--- config.mk ---
export PLATFORM = sky130hd
export DESIGN_NAME = spram_port_arbiter
export DESIGN_NICKNAME = d
export VERILOG_FILES = /design/src/rtl/spram_port_arbiter.sv
export SDC_FILE = /design/constraint.sdc
export NUM_CORES = 1
export LEC_CHECK = 0
export BUFFER_PORTS_ARGS = -buffer_cell sky130_fd_sc_hd__buf_2
export CAP_MARGIN = 10
export CELL_PAD_IN_SITES_DETAIL_PLACEMENT = 0
export CELL_PAD_IN_SITES_GLOBAL_PLACEMENT = 1
export CORE_MARGIN = 2
export CORE_UTILIZATION = 20
export CTS_CLUSTER_DIAMETER = 100
export DETAILED_ROUTE_END_ITERATION = 10
export PLACE_DENSITY_LB_ADDON = 0.1
export SETUP_SLACK_MARGIN = 0.02
export SYNTH_ARGS = -nofsm -noshare
export SYNTH_HDL_FRONTEND = slang
export SYNTH_SLANG_ARGS = --single-unit
--- constraint.sdc ---
create_clock -name clk -period 2.75 [get_ports clk]
set_input_delay 0.275 -clock clk [delete_from_list [all_inputs] [get_ports clk]]
set_output_delay 0.275 -clock clk [all_outputs]
set_load 0.03 [all_outputs]
--- src/rtl/spram_port_arbiter.sv ---
`default_nettype none
// ============================================================================
//  Module   : spram_port_arbiter
//  Purpose  : Shares one single-port SPRAM wrapper between one writer and two
//             readers. At most one access is granted per cycle. Writes win by
//             default, but a pending read is forced through after MAX_WAIT
//             consecutive write grants. Readers are served round-robin. Each
//             read is tagged so the returned data is routed to its reader,
//             RD_LAT cycles after the grant.
//  Ports    : clk, rst              - clock, async active-high reset
//             wr_*_i / wr_ready_o   - write request channel
//             rdN_*_i / rdN_ready_o - read request channels (N = 0,1)
//             rdN_rsp_*_o           - read response (not backpressured)
//             mem_*_o / mem_doutb_i - SPRAM wrapper pins
//  Revision : 1.0 - initial release
// ============================================================================
module spram_port_arbiter #(
  parameter int DATA_W   = 16,
  parameter int ADDR_W   = 14,
  parameter int MAX_WAIT = 4,
  parameter int RD_LAT   = 2
) (
  input  logic              clk,
  input  logic              rst,
  // writer
  input  logic              wr_valid_i,
  output logic              wr_ready_o,
  input  logic [ADDR_W-1:0] wr_addr_i,
  input  logic [DATA_W-1:0] wr_data_i,
  // reader 0
  input  logic              rd0_valid_i,
  output logic              rd0_ready_o,
  input  logic [ADDR_W-1:0] rd0_addr_i,
  output logic              rd0_rsp_vld_o,
  output logic [DATA_W-1:0] rd0_rsp_data_o,
  // reader 1
  input  logic              rd1_valid_i,
  output logic              rd1_ready_o,
  input  logic [ADDR_W-1:0] rd1_addr_i,
  output logic              rd1_rsp_vld_o,
  output logic [DATA_W-1:0] rd1_rsp_data_o,
  // SPRAM wrapper
  output logic [ADDR_W-1:0] mem_addra_o,
  output logic [ADDR_W-1:0] mem_addrb_o,
  output logic [DATA_W-1:0] mem_dina_o,
  output logic              mem_wea_o,
  output logic              mem_ena_o,
  output logic              mem_enb_o,
  input  logic [DATA_W-1:0] mem_doutb_i
);

  localparam logic [3:0] c_max_wait = 4'(MAX_WAIT);

  // Registered state
  logic              rr_ptr_q, rr_ptr_d;         // 0: rd0 preferred, 1: rd1 preferred
  logic [3:0]        starve_cnt_q, starve_cnt_d; // write grants while a read waits
  logic [RD_LAT-1:0] pipe_vld_q;                 // response tag pipeline: valid
  logic [RD_LAT-1:0] pipe_id_q;                  // response tag pipeline: reader id

  // Combinational grant decision
  logic w_rd_any;
  logic w_force_rd;
  logic w_gnt_wr;
  logic w_gnt_rd0;
  logic w_gnt_rd1;
  logic w_gnt_rd;

  always_comb begin
    w_rd_any   = rd0_valid_i | rd1_valid_i;
    w_force_rd = (starve_cnt_q == c_max_wait);
    w_gnt_wr   = 1'b0;
    w_gnt_rd0  = 1'b0;
    w_gnt_rd1  = 1'b0;
    // Grants are suppressed for the whole time reset is high, not only at edges.
    if (!rst) begin
      if (w_rd_any && (!wr_valid_i || w_force_rd)) begin
        if (rd0_valid_i && rd1_valid_i) begin
          w_gnt_rd0 = ~rr_ptr_q;
          w_gnt_rd1 = rr_ptr_q;
        end else begin
          w_gnt_rd0 = rd0_valid_i;
          w_gnt_rd1 = rd1_valid_i;
        end
      end else begin
        w_gnt_wr = wr_valid_i;
      end
    end
    w_gnt_rd = w_gnt_rd0 | w_gnt_rd1;
  end

  // Memory pins: unused buses are held at zero rather than floating the request.
  always_comb begin
    mem_wea_o   = w_gnt_wr;
    mem_ena_o   = w_gnt_wr;
    mem_enb_o   = w_gnt_rd;
    mem_addra_o = w_gnt_wr ? wr_addr_i : '0;
    mem_dina_o  = w_gnt_wr ? wr_data_i : '0;
    mem_addrb_o = '0;
    if (w_gnt_rd0) begin
      mem_addrb_o = rd0_addr_i;
    end else if (w_gnt_rd1) begin
      mem_addrb_o = rd1_addr_i;
    end
  end

  assign wr_ready_o  = w_gnt_wr;
  assign rd0_ready_o = w_gnt_rd0;
  assign rd1_ready_o = w_gnt_rd1;

  // Next-state for arbitration state
  always_comb begin
    rr_ptr_d     = rr_ptr_q;
    starve_cnt_d = starve_cnt_q;
    if (w_gnt_rd) begin
      rr_ptr_d = ~rr_ptr_q;
    end
    // The counter only measures an unbroken run of writes that overtook a read.
    if (w_gnt_rd || !w_rd_any) begin
      starve_cnt_d = 4'd0;
    end else if (w_gnt_wr && (starve_cnt_q < c_max_wait)) begin
      starve_cnt_d = starve_cnt_q + 4'd1;
    end
  end

  always_ff @(posedge clk or posedge rst) begin
    if (rst) begin
      rr_ptr_q     <= 1'b0;
      starve_cnt_q <= 4'd0;
      pipe_vld_q   <= '0;
      pipe_id_q    <= '0;
    end else begin
      rr_ptr_q      <= rr_ptr_d;
      starve_cnt_q  <= starve_cnt_d;
      pipe_vld_q[0] <= w_gnt_rd;
      pipe_id_q[0]  <= w_gnt_rd1;
      // Tag travels alongside the memory's registered read path.
      for (int i = 1; i < RD_LAT; i++) begin
        pipe_vld_q[i] <= pipe_vld_q[i-1];
        pipe_id_q[i]  <= pipe_id_q[i-1];
      end
    end
  end

  // Response routing from the last tag stage
  always_comb begin
    rd0_rsp_vld_o  = pipe_vld_q[RD_LAT-1] & ~pipe_id_q[RD_LAT-1];
    rd1_rsp_vld_o  = pipe_vld_q[RD_LAT-1] &  pipe_id_q[RD_LAT-1];
    rd0_rsp_data_o = rd0_rsp_vld_o ? mem_doutb_i : '0;
    rd1_rsp_data_o = rd1_rsp_vld_o ? mem_doutb_i : '0;
  end

endmodule
`default_nettype wire

==> load_flow_metrics.sql, run 1 <==
INSERT INTO impl_metrics (metric_group, metric, value, unit) VALUES
('final_layout', 'regArea', '225.2', 'um2'),
('global_routing', 'grt_start_max_net_pins', '34', ''),
('setup_path', 'reg2reg_start', 'starve_cnt_q[0]', ''),
('timing', 'finalClockSkew', '1.255', 'ps'),
('detailed_routing', 'finalWirelength', '4217', 'um'),
('setup_path', 'timing.critical_path.from', 'starve_cnt_q[0]', ''),
('detailed_routing', 'vias', '1645', ''),
('final_layout', 'fillers', '623', ''),
('synth', 'yosysTopAreaCell', 'sky130_fd_sc_hd__and2_4', ''),
('die', 'die_area', '6648', 'um2'),
('global_routing', 'grt_pass1_vias', '1369', ''),
('power', 'p_leak', '1.315', 'nW'),
('power', 'cellPowerDensity', '326.2', 'nW/um2'),
('outcome', 'outcome', 'complete, no violations', ''),
('synth', 'syn-instance-count', '148', ''),
('final_layout', 'finalNetCount', '384', ''),
('synth', 'yosys.cell_types.count', '30', ''),
('die', 'die_x', '81.54', 'um'),
('setup_path', 'cp_data_required_time', '2480', 'ps'),
('detailed_routing', 'antenna_violating_nets_post_route', '0', ''),
('die', 'top_level_ports', '163', ''),
('detailed_routing', 'drtPass1Iterations', '4', ''),
('setup_path', 'worst-endpoint-arrival', '1820', 'ps'),
('timing', 'max_freq', '0.4780', 'GHz'),
('timing', 'timing_max_transition_violations_final', '0', ''),
('hold_path', 'hp-class', 'primary input to async pin', ''),
('synth', 'yosysMostFrequentCell', 'sky130_fd_sc_hd__and2_4', ''),
('cts', 'cts-resized-gates', '0', ''),
('synth', 'synth-seq-cells', '9', ''),
('final_layout', 'final_layout_size_suffix_gt1_frac', '0.6623', ''),
('timing', 'grt_setup_unrepaired', 'no', ''),
('timing', 'setup-violations-final', '0', ''),
('run', 'drv.max_cap_violation_count', '0', ''),
('placement', 'dpl_cell_area', '2026', 'um2'),
('detailed_routing', 'drt_iter0_markers', '24', ''),
('cts', 'clkSlewWorstSetupHoldPaths', '40', 'ps'),
('cts', 'holdBufCountCts', '0', ''),
('placement', 'finalWeightedCongestion', '0.7581', ''),
('timing', 'period_needed', '2092', 'ps'),
('cts', 'worst_skew_pair.late_latency', '230', 'ps'),
('cts', 'tritoncts', 'yes', ''),
('placement', 'place.detailed.instances', '373', ''),
('synth', 'synth-async-reset-ratio', '1.000', ''),
('synth', 'mappedNetlistArea', '1202', 'um2'),
('synth', 'dominantRegCellSynth', 'sky130_fd_sc_hd__dfrtp_1', ''),
('final_layout', 'instances_no_fill', '377', ''),
('timing', 'timing.setup.tns', '0', 'ps'),
('cts', 'cts_buffers', '3', ''),
('final_layout', 'final_core_utilization', '0.3539', ''),
('timing', 'period_share', '0.7608', ''),
('synth', 'synth_area_per_cell', '8.124', 'um2'),
('final_layout', 'multi_input_comb_area', '869.6', 'um2'),
('timing', 'final_number_of_hold_violating_endpoints', '0', ''),
('placement', 'dpl.hpwl', '3381', 'um'),
('final_layout', 'area_growth', '72.22', '%'),
('die', 'floorplan.rows', '28', ''),
('final_layout', 'design_area', '2071', 'um2'),
('die', 'dieHeight', '81.54', 'um'),
('detailed_routing', 'avgViaCountPerCell', '4.363', ''),
('timing', 'worst_slew_margin_rel', '0.5391', ''),
('setup_path', 'end_kind', 'output pin', ''),
('synth', 'synth.net_count', '229', ''),
('global_routing', 'gr-usage-all-layers', '0.1091', ''),
('synth', 'synth_top_area_frac', '0.2112', ''),
('die', 'floorplan_core_area', '5851', 'um2'),
('final_layout', 'insertedDiodeCount', '0', ''),
('detailed_routing', 'drt-wirelength-per-cell', '11.19', 'um'),
('cts', 'root_buffer', 'sky130_fd_sc_hd__clkbuf_8', ''),
('die', 'initial_core_util', '0.2055', ''),
('global_routing', 'grt_remaining_overflow', '0', ''),
('synth', 'synth_edf_count', '0', '');
sequential cells by signal, summed over array words and instances, names as in the netlist:
signal / flops
rr_ptr_q: 1
pipe_id_q: 2
pipe_vld_q: 2
starve_cnt_q: 4
cells in the final DEF (no fill, tap or decap), drive strengths merged:
| master | n |
|---|---|
| a21oi | 2 |
| buf | 163 |
| inv | 5 |
| nor3 | 1 |
| and2 | 47 |
| xnor2 | 1 |
| a21o | 1 |
| nor2 | 20 |
| and4bb | 1 |
| and3 | 16 |
| clkbuf | 4 |
| a32oi | 14 |
| o311a | 1 |
| and2b | 1 |
| a21boi | 1 |
| nor4b | 2 |
| nor2b | 2 |
| ha | 2 |
| o22ai | 2 |
| dfrtp | 9 |
| nand2 | 2 |
| o21bai | 1 |
| mux2i | 1 |
| nor4 | 1 |
| nand2b | 2 |
path summary, 6_finish.rpt:
check / to / slack [ps] / cells past startpoint
max in group asynchronous: pipe_id_q[1] / 2490 / 3
hold reg to reg: pipe_id_q[1] / 340 / 0
min in group clk: pipe_id_q[1] / 340 / 0
setup reg to reg: pipe_id_q[0] / 1230 / 5
hold / removal: starve_cnt_q[1] / 130 / 3
setup / recovery: rd1_ready_o / 660 / 6
routing by layer:
layer | track usage | share of wire | vias up
met4 | 0.05085 | 0.010 | 0
li1 | - | - | 818
met1 | 0.1096 | 0.38 | 730
met2 | 0.2164 | 0.51 | 95
met5 | 0 | 0 | -
met3 | 0.01648 | 0.098 | 2
stage by stage:
stage          power [mW]  hold slack [ps]
6_report           0.6755            128.3
3_5_place_dp       0.5279            334.7
2_1_floorplan      0.4133            118.5
3_3_place_gp       0.5314            334.8
4_1_cts            0.6826            118.0
5_1_grt            0.7211            153.2
area by class of cell:
cell class,count,share of cell area
Clock buffer,4,0.02175
Inverter,5,0.009063
Multi-Input combinational cell,121,0.4199
Sequential cell,9,0.1088
Tap cell,75,0.04532
Timing Repair Buffer,163,0.3952
report_power, final:
part | switching (mW) | internal, mW
Clock | 0.0500 | 0.101
Sequential | 0.0178 | 0.147
Combinational | 0.218 | 0.142
worst max-delay path, cell delays in order, from the launching register on:
cell	delay, ps
sky130_fd_sc_hd__dfrtp_1	370
sky130_fd_sc_hd__inv_1	70
sky130_fd_sc_hd__ha_1	210
sky130_fd_sc_hd__and4bb_2	280
sky130_fd_sc_hd__nor2_4	330
sky130_fd_sc_hd__nor2_1	110
sky130_fd_sc_hd__buf_2	200
cells by family (layout without fill, tap and decap cells):
| group | Yosys count | in the layout | share of synthesized area |
|---|---|---|---|
| xor+xnor | 1 | 1 | 0.007285 |
| fa+ha+maj | 2 | 2 | 0.02081 |
| buf+inv | 18 | 172 | 0.08949 |
| flops | 9 | 9 | 0.1873 |
| simple gates | 95 | 95 | 0.5265 |
| mux | 1 | 1 | 0.008325 |
| compound gates | 22 | 22 | 0.1603 |
Power figures use the tool's default switching activity.
==> run 2: changes to the inputs <==
--- a/config.mk
+++ b/config.mk
@@ -5,12 +5,13 @@
 export SDC_FILE = /design/constraint.sdc
 export NUM_CORES = 1
 export LEC_CHECK = 0
+export ABC_AREA = 1
 export BUFFER_PORTS_ARGS = -buffer_cell sky130_fd_sc_hd__buf_2
 export CAP_MARGIN = 10
 export CELL_PAD_IN_SITES_DETAIL_PLACEMENT = 0
 export CELL_PAD_IN_SITES_GLOBAL_PLACEMENT = 1
 export CORE_MARGIN = 2
-export CORE_UTILIZATION = 20
+export CORE_UTILIZATION = 16
 export CTS_CLUSTER_DIAMETER = 100
 export DETAILED_ROUTE_END_ITERATION = 10
 export PLACE_DENSITY_LB_ADDON = 0.1
==> constraint.sdc (replaced) <==
create_clock -name clk -period 1.97 [get_ports clk]
set_input_delay 0.197 -clock clk [delete_from_list [all_inputs] [get_ports clk]]
set_output_delay 0.197 -clock clk [all_outputs]
set_load 0.03 [all_outputs]
==> run 2 against run 1 <==
Effect of this change:
- final cell count is 21% higher
- worst setup slack worse by 540 ps
- synthesized area is 8.0% lower
- clock skew is 0.57 ps lower
- via count is 4.0% higher
- critical path depth is 3 higher
- sequential power is 35% higher
- global-route usage is 1.7 points lower
- register-to-register slack worse by 670 ps
- cell area is 4.2% higher
- non-clock buffer count is 3 higher
- sequential share of layout area is 0.44 points lower
- critical path type unchanged
==> load_flow_metrics.sql, run 2 <==
INSERT INTO impl_metrics (metric_group, metric, value, unit) VALUES
('outcome', 'outcome', 'complete, no violations', ''),
('power', 'cellPowerDensity', '425.6', 'nW/um2'),
('synth', 'ys_top_cells_by_count', 'sky130_fd_sc_hd__nor2_1, sky130_fd_sc_hd__inv_1, sky130_fd_sc_hd__nand2_1, sky130_fd_sc_hd__dfrtp_1, sky130_fd_sc_hd__buf_6', ''),
('setup_path', 'worstRegToRegCells', '7', ''),
('hold_path', 'hold_path.startpoint', 'pipe_vld_q[0]', ''),
('power', 'p_seq_frac', '0.243', ''),
('synth', 'yosysMostFrequentCell', 'sky130_fd_sc_hd__nor2_1', ''),
('final_layout', 'largest_reg_flops', '4', ''),
('synth', 'synth.yosys.seq_area_share', '0.2036', ''),
('power', 'max-vdd-ir-drop', '0.1511', 'mV'),
('timing', 'worst_slew_margin_rel', '0.6078', ''),
('setup_path', 'end_kind', 'output pin', ''),
('run', 'drv.max_cap_violation_count', '0', ''),
('detailed_routing', 'vias', '1710', ''),
('die', 'dieHeight', '87.15', 'um'),
('setup_path', 'crit_path_start_kind', 'register', ''),
('power', 'pwr-share-clk', '0.237', ''),
('placement', 'finalWeightedCongestion', '0.7294', ''),
('setup_path', 'critical_path.most_common_cell', 'sky130_fd_sc_hd__nand2_1', ''),
('die', 'floorplan.rows', '30', ''),
('hold_path', 'timing.hold.worst_endpoint', 'pipe_vld_q[1]', ''),
('global_routing', 'grt_remaining_overflow', '0', ''),
('setup_path', 'criticalPathCategory', 'register to output pin', ''),
('timing', 'grt_setup_unrepaired', 'yes', ''),
('global_routing', 'first_pass_grt_wire_length', '5685', 'um'),
('final_layout', 'area_growth', '95.02', '%'),
('cts', 'clkSlewWorstSetupHoldPaths', '40', 'ps'),
('synth', 'dominantRegCellSynth', 'sky130_fd_sc_hd__dfrtp_1', ''),
('cts', 'ctsHtreeMaxLevel', '1', ''),
('setup_path', 'crit_slowest_cell', 'sky130_fd_sc_hd__dfrtp_1', ''),
('final_layout', 'final_layout_size_suffix_gt1_frac', '0.4854', ''),
('synth', 'synth-seq-cells', '9', ''),
('timing', 'setup-violations-final', '0', ''),
('synth', 'yosysTopAreaCell', 'sky130_fd_sc_hd__nor2_1', ''),
('setup_path', 'path_delay_family', 'simple AND/OR/NAND/NOR gates', ''),
('die', 'initial_core_util', '0.1637', ''),
('setup_path', 'largest_fanout_on_the_critical_path', '7', ''),
('cts', 'cts.sink_count', '9', ''),
('die', 'die_x', '87.15', 'um'),
('cts', 'worst_skew_pair.late_latency', '230', 'ps'),
('placement', 'io_buffer_count', '162', ''),
('power', 'cell_internal_pwr', '517.7', 'uW'),
('setup_path', 'critical_path_cell_list', 'inv_1 > ha_1 > nand3_2 > nand2_4 > nand3_4 > inv_4 > nand2_1 > nand2_1 > buf_2', ''),
('final_layout', 'largestRegisters', 'starve_cnt_q (4), pipe_id_q (2), pipe_vld_q (2)', ''),
('detailed_routing', 'avgViaCountPerCell', '3.742', ''),
('placement', 'dpl_cell_area', '1946', 'um2'),
('final_layout', 'layout_commonest_cell', 'sky130_fd_sc_hd__buf_2', ''),
('power', 'swShare', '0.4361', ''),
('global_routing', 'grt_start_max_net_pins', '32', ''),
('timing', 'timing.setup.tns', '0', 'ps'),
('detailed_routing', 'drtPass1Iterations', '4', ''),
('placement', 'dpl.hpwl', '3230', 'um'),
('cts', 'cts-root-to-sink-buffers', '2', ''),
('timing', 'finalClockSkew', '0.6817', 'ps'),
('power', 'total_switching_power', '400.4', 'uW'),
('timing', 'max_freq', '0.5405', 'GHz'),
('die', 'top_level_ports', '163', ''),
('timing', 'period_needed', '1850', 'ps'),
('synth', 'syn-instance-count', '213', ''),
('synth', 'synth_edf_count', '0', ''),
('global_routing', 'number_of_antenna_violations_at_the_first_check_in_global_routing', '0', ''),
('cts', 'root_buffer', 'sky130_fd_sc_hd__clkbuf_8', ''),
('timing', 'max_slew.worst_pin.slew', '587.7', 'ps'),
('setup_path', 'worst-path-buf-inv', '3', ''),
('die', 'floorplan_core_area', '6756', 'um2'),
('synth', 'yosys.cell_types.count', '18', ''),
('final_layout', 'regMostFlops', 'starve_cnt_q', ''),
('synth', 'synth_area_per_cell', '5.193', 'um2'),
('hold_path', 'hp-class', 'register to register', ''),
('setup_path', 'critical-path-max-stage-delay', '390', 'ps'),
('detailed_routing', 'drcViolationCount', '0', ''),
('setup_path', 'reg2reg_setup_slack', '560', 'ps'),
('die', 'die_area', '7594', 'um2'),
('final_layout', 'layout.cells.most_common_list', 'sky130_fd_sc_hd__buf_2, sky130_fd_sc_hd__nor2_1, sky130_fd_sc_hd__inv_1', ''),
('cts', 'tritoncts', 'yes', ''),
('timing', 'timing.final.ws_setup', '119.8', 'ps'),
('placement', 'dp_worst_setup_slack', '227.7', 'ps'),
('timing', 'period_share', '0.9392', ''),
('hold_path', 'min_delay_path_depth', '0', ''),
('detailed_routing', 'finalWirelength', '4283', 'um'),
('cts', 'cts_buffers', '3', ''),
('detailed_routing', 'drt-wirelength-per-cell', '9.372', 'um'),
('timing', 'final_number_of_hold_violating_endpoints', '0', ''),
('synth', 'synth_top_area_frac', '0.2274', ''),
('timing', 'timing_max_transition_violations_final', '0', ''),
('synth', 'mappedNetlistArea', '1106', 'um2'),
('setup_path', 'cp_data_required_time', '1770', 'ps'),
('synth', 'synth-async-reset-ratio', '1.000', ''),
('synth', 'post_synth_main_area_contributors', 'sky130_fd_sc_hd__nor2_1, sky130_fd_sc_hd__dfrtp_1, sky130_fd_sc_hd__inv_1', ''),
('power', 'power_frac_comb', '0.520', ''),
('detailed_routing', 'antenna_violating_nets_post_route', '0', ''),
('detailed_routing', 'drt_iter0_markers', '50', ''),
('setup_path', 'worst_flop_to_flop_path_endpoint', 'rr_ptr_q', ''),
('setup_path', 'reg2reg_start', 'starve_cnt_q[0]', ''),
('timing', 'hold_slack', '348.7', 'ps'),
('power', 'p_leak', '1.575', 'nW'),
('final_layout', 'final_core_utilization', '0.3193', ''),
('final_layout', 'design_area', '2157', 'um2'),
('synth', 'synth.net_count', '294', ''),
('global_routing', 'grt_pass1_vias', '1336', ''),
('setup_path', 'worst-endpoint-arrival', '1650', 'ps'),
('global_routing', 'gr-usage-all-layers', '0.09210', ''),
('synth', 'yosys_warnings', '0', ''),
('final_layout', 'finalNetCount', '459', ''),
('final_layout', 'insertedDiodeCount', '0', '');
## run 2: cell types whose count changed after synthesis, moves of 14 or more
cell                      delta
sky130_fd_sc_hd__inv_1      +51
sky130_fd_sc_hd__nor2_1     +49
sky130_fd_sc_hd__nand2_1    +48
sky130_fd_sc_hd__and2_4     -29
sky130_fd_sc_hd__and2_1     -18
sky130_fd_sc_hd__and3_1     -16
sky130_fd_sc_hd__a32oi_1    -14
## run 2: metrics by stage
step,std cells,power (mW)
2_1_floorplan,213,0.5103
3_3_place_gp,447,0.6669
3_5_place_dp,447,0.6646
4_1_cts,453,0.8952
5_1_grt,457,0.9910
6_report,457,0.9181
## run 2: final cells by class
cell class / instances / area, um2
fillers: 775 / 4599
repair buffers: 166 / 889.6
multi-input cells: 137 / 653.1
inverters: 59 / 231.5
flip-flops and latches: 9 / 225.2
well taps: 80 / 100.1
clock buffers: 4 / 45.04
repair inverters: 2 / 12.51
## run 2: routing by layer
metal	vias up	share of wire	global-route usage
li1	919	-	-
met1	697	0.39	0.09605
met2	92	0.50	0.1790
met3	2	0.099	0.02464
met4	0	0.0044	0.02517
met5	-	0	0
## run 2: worst max path at each step
stage | startpoint | endpoint | slack (ps) | cells past startpoint
3_3_place_gp | starve_cnt_q[0] | wr_ready_o | 260 | 8
5_1_grt | starve_cnt_q[0] | mem_addrb_o[9] | -0.3 | 9
4_1_cts | starve_cnt_q[0] | mem_dina_o[11] | 20 | 8
2_1_floorplan | pipe_id_q[1] | rd0_rsp_data_o[10] | 90 | 4
6_report | starve_cnt_q[0] | mem_addrb_o[9] | 120 | 9
3_5_place_dp | starve_cnt_q[0] | mem_wea_o | 230 | 8
## run 2: timing repair
item,4_1_cts,5_1_grt
pin swaps,0,2
gates resized for setup,3,37
buffers inserted,0,1
endpoints found under the hold margin,2,0
endpoints found under the setup margin,47,47
hold buffers,2,0
cloned,0,3
## run 2: cells by family (layout without fill, tap and decap cells)
family | Yosys count | in the layout | share of synthesized area
adder cells (fa/ha/maj) | 2 | 2 | 0.02262
XOR/XNOR | 1 | 1 | 0.007920
AND/OR/NAND/NOR | 130 | 131 | 0.4808
buffers and inverters | 68 | 231 | 0.2715
AO/OA/AOI/OAI | 3 | 3 | 0.01357
flip-flops | 9 | 9 | 0.2036
## run 2: power groups by stage
stage                     logic (mW)  registers [mW]  clock network [mW]
after CTS                      0.447           0.223               0.224
final                          0.477           0.223               0.217
after floorplan                0.287           0.223                   0
after global routing           0.526           0.227               0.238
after detailed placement       0.438           0.226                   0
after global placement         0.441           0.226                   0
## run 2: worst register-to-register path: cells and delay by family (launching register included)
family / cells / cell delay (ps)
AND/OR/NAND/NOR: 4 / 550
XOR/XNOR: 1 / 160
flip-flops: 1 / 390
adder cells (fa/ha/maj): 1 / 160
buffers and inverters: 1 / 80
==> run 3: changes to the inputs <==
--- a/config.mk
+++ b/config.mk
@@ -12,9 +12,11 @@
 export CELL_PAD_IN_SITES_GLOBAL_PLACEMENT = 1
 export CORE_MARGIN = 2
 export CORE_UTILIZATION = 16
+export CTS_BUF_LIST = sky130_fd_sc_hd__clkbuf_8
 export CTS_CLUSTER_DIAMETER = 100
 export DETAILED_ROUTE_END_ITERATION = 10
 export PLACE_DENSITY_LB_ADDON = 0.1
+export REMOVE_ABC_BUFFERS = 1
 export SETUP_SLACK_MARGIN = 0.02
 export SYNTH_ARGS = -nofsm -noshare
 export SYNTH_HDL_FRONTEND = slang
==> constraint.sdc (replaced) <==
create_clock -name clk -period 2 [get_ports clk]
set_input_delay 0.2 -clock clk [delete_from_list [all_inputs] [get_ports clk]]
set_output_delay 0.2 -clock clk [all_outputs]
set_load 0.03 [all_outputs]
==> run 3 against run 2 <==
Effect of this change:
- worst hold slack improved by 4.9 ps
- die area did not move
- critical path depth fell by 1
- count of clock-buffer cells in the layout fell by 1
- critical endpoint is now mem_dina_o[13]
- sequential share of layout area rose by 0.52 points
- global-route usage fell by 0.65 points
==> load_flow_metrics.sql, run 3 (synthesis gave the netlist of run 2 again) <==
INSERT INTO impl_metrics (metric_group, metric, value, unit) VALUES
('outcome', 'outcome', 'complete, no violations', ''),
('global_routing', 'gr-usage-all-layers', '0.08562', ''),
('final_layout', 'design_area', '2054', 'um2'),
('detailed_routing', 'antenna_violating_nets_post_route', '0', ''),
('detailed_routing', 'avgViaCountPerCell', '3.736', ''),
('timing', 'grt_setup_unrepaired', 'yes', ''),
('cts', 'cts_buffers', '3', ''),
('setup_path', 'critical_path.most_common_cell', 'sky130_fd_sc_hd__nand2_4', ''),
('detailed_routing', 'drcViolationCount', '0', ''),
('timing', 'finalClockSkew', '4.416', 'ps'),
('hold_path', 'timing.hold.worst_endpoint', 'pipe_vld_q[1]', ''),
('timing', 'final_number_of_hold_violating_endpoints', '0', ''),
('global_routing', 'grt_pass1_vias', '1295', ''),
('global_routing', 'number_of_antenna_violations_at_the_first_check_in_global_routing', '0', ''),
('setup_path', 'worst_flop_to_flop_path_endpoint', 'starve_cnt_q[0]', ''),
('placement', 'io_buffer_count', '162', ''),
('timing', 'period_share', '0.9267', ''),
('setup_path', 'end_kind', 'output pin', ''),
('timing', 'timing.final.ws_setup', '146.5', 'ps'),
('setup_path', 'critical_path_cell_list', 'inv_1 > ha_1 > nand3_1 > nand2_2 > nand2_4 > nand2_4 > nor2_1 > buf_2', ''),
('power', 'report.power.total', '875.3', 'uW'),
('setup_path', 'largest_fanout_on_the_critical_path', '15', ''),
('setup_path', 'path_delay_family', 'simple AND/OR/NAND/NOR gates', ''),
('cts', 'tritoncts', 'yes', ''),
('hold_path', 'hold_path.startpoint', 'pipe_vld_q[0]', ''),
('timing', 'max_slew.worst_pin.slew', '545.0', 'ps'),
('final_layout', 'layout_commonest_cell', 'sky130_fd_sc_hd__buf_2', ''),
('final_layout', 'final_layout_size_suffix_gt1_frac', '0.4813', ''),
('setup_path', 'criticalPathCategory', 'register to output pin', ''),
('final_layout', 'layout.cells.most_common_list', 'sky130_fd_sc_hd__buf_2, sky130_fd_sc_hd__nor2_1, sky130_fd_sc_hd__inv_1', ''),
('final_layout', 'instances_no_fill', '454', ''),
('detailed_routing', 'drtPass1Iterations', '4', ''),
('placement', 'finalWeightedCongestion', '0.7058', ''),
('global_routing', 'first_pass_grt_wire_length', '5354', 'um'),
('die', 'die_x', '87.15', 'um'),
('detailed_routing', 'vias', '1696', ''),
('die', 'floorplan.rows', '30', ''),
('global_routing', 'grt_start_max_net_pins', '32', ''),
('setup_path', 'worst-endpoint-arrival', '1650', 'ps'),
('setup_path', 'reg2reg_start', 'starve_cnt_q[0]', ''),
('placement', 'place.detailed.instances', '446', ''),
('setup_path', 'cp_data_required_time', '1800', 'ps'),
('timing', 'max_freq', '0.5395', 'GHz'),
('detailed_routing', 'drt-wirelength-per-cell', '8.901', 'um'),
('die', 'initial_core_util', '0.1637', ''),
('final_layout', 'finalNetCount', '456', ''),
('setup_path', 'reg2reg_setup_slack', '550', 'ps'),
('final_layout', 'final_core_utilization', '0.3041', ''),
('die', 'floorplan_core_area', '6756', 'um2'),
('placement', 'dp_worst_setup_slack', '272.6', 'ps'),
('final_layout', 'regMostFlops', 'starve_cnt_q', ''),
('cts', 'worst_skew_pair.late_latency', '230', 'ps'),
('die', 'top_level_ports', '163', ''),
('power', 'max-vdd-ir-drop', '0.1476', 'mV'),
('cts', 'cts-root-to-sink-buffers', '2', ''),
('timing', 'timing.setup.tns', '0', 'ps'),
('power', 'p_leak', '1.564', 'nW'),
('die', 'dieHeight', '87.15', 'um'),
('timing', 'worst_slew_margin_rel', '0.6358', ''),
('hold_path', 'hp-class', 'register to register', ''),
('cts', 'clkSlewWorstSetupHoldPaths', '50', 'ps'),
('setup_path', 'worst-path-buf-inv', '2', ''),
('hold_path', 'min_delay_path_depth', '0', ''),
('final_layout', 'fillers', '778', ''),
('run', 'drv.max_cap_violation_count', '0', ''),
('setup_path', 'crit_slowest_cell', 'sky130_fd_sc_hd__dfrtp_1', ''),
('detailed_routing', 'finalWirelength', '4041', 'um'),
('die', 'die_area', '7594', 'um2'),
('final_layout', 'area_growth', '85.75', '%'),
('placement', 'dpl.hpwl', '3225', 'um'),
('final_layout', 'largestRegisters', 'starve_cnt_q (4), pipe_id_q (2), pipe_vld_q (2)', ''),
('cts', 'root_buffer', 'sky130_fd_sc_hd__clkbuf_8', ''),
('timing', 'hold_slack', '353.6', 'ps'),
('setup_path', 'worstRegToRegCells', '10', ''),
('detailed_routing', 'drt_iter0_markers', '30', ''),
('placement', 'dpl_cell_area', '1938', 'um2'),
('timing', 'period_needed', '1853', 'ps'),
('cts', 'cts.sink_count', '9', ''),
('final_layout', 'insertedDiodeCount', '0', ''),
('timing', 'timing_max_transition_violations_final', '0', ''),
('power', 'cellPowerDensity', '426.1', 'nW/um2'),
('setup_path', 'crit_path_start_kind', 'register', ''),
('setup_path', 'critical-path-max-stage-delay', '370', 'ps'),
('cts', 'ctsHtreeMaxLevel', '1', ''),
('final_layout', 'largest_reg_flops', '4', ''),
('timing', 'setup-violations-final', '0', ''),
('global_routing', 'grt_remaining_overflow', '0', '');
==> run 3: routing by layer <==
layer	part of all wire	vias up	track usage
li1	-	910	-
met1	0.38	687	0.08514
met2	0.51	97	0.1783
met3	0.11	2	0.01232
met4	0.0067	0	0.02517
met5	0	-	0
==> run 3: cell type report <==
class	count	area [um2]	share of cell area
Clock buffer	3	41.29	0.02010
Clock inverter	1	5.005	0.002436
Inverter	59	231.5	0.1127
Multi-Input combinational cell	137	608.1	0.2960
Sequential cell	9	225.2	0.1096
Tap cell	80	100.1	0.04872
Timing Repair Buffer	165	843.3	0.4105
==> run 3: repair_timing <==
action / CTS / global route
gates cloned: 0 / 1
endpoints found under the hold margin: 9 / 0
pin swaps: 0 / 0
hold buffers: 1 / 0
resized for setup: 1 / 13
endpoints found under the setup margin: 1 / 49
buffers inserted: 0 / 2
==> run 3: worst max-delay path by stage <==
stage	startpoint	to	slack (ps)	cells after the start
after global placement	starve_cnt_q[0]	mem_addra_o[10]	300	8
after floorplan	starve_cnt_q[0]	mem_ena_o	180	7
after global routing	starve_cnt_q[0]	mem_addrb_o[12]	10	9
after CTS	starve_cnt_q[0]	mem_addrb_o[1]	20	9
final	starve_cnt_q[0]	mem_dina_o[13]	150	8
after detailed placement	starve_cnt_q[0]	mem_addra_o[3]	270	8
==> run 3: worst reg2reg max path, delay by kind of cell, from the launching register on <==
kind                       cells  cell delay (ps)
adders and majority gates      1              190
and+or+nand+nor                7              630
DFF                            1              370
buffers and inverters          2              210
==> run 3: power by group <==
group	internal [mW]	leakage, nW	total [mW]	switching (mW)
Clock	0.136	0.0255	0.213	0.0772
Sequential	0.204	0.121	0.220	0.0153
Combinational	0.151	1.42	0.442	0.291
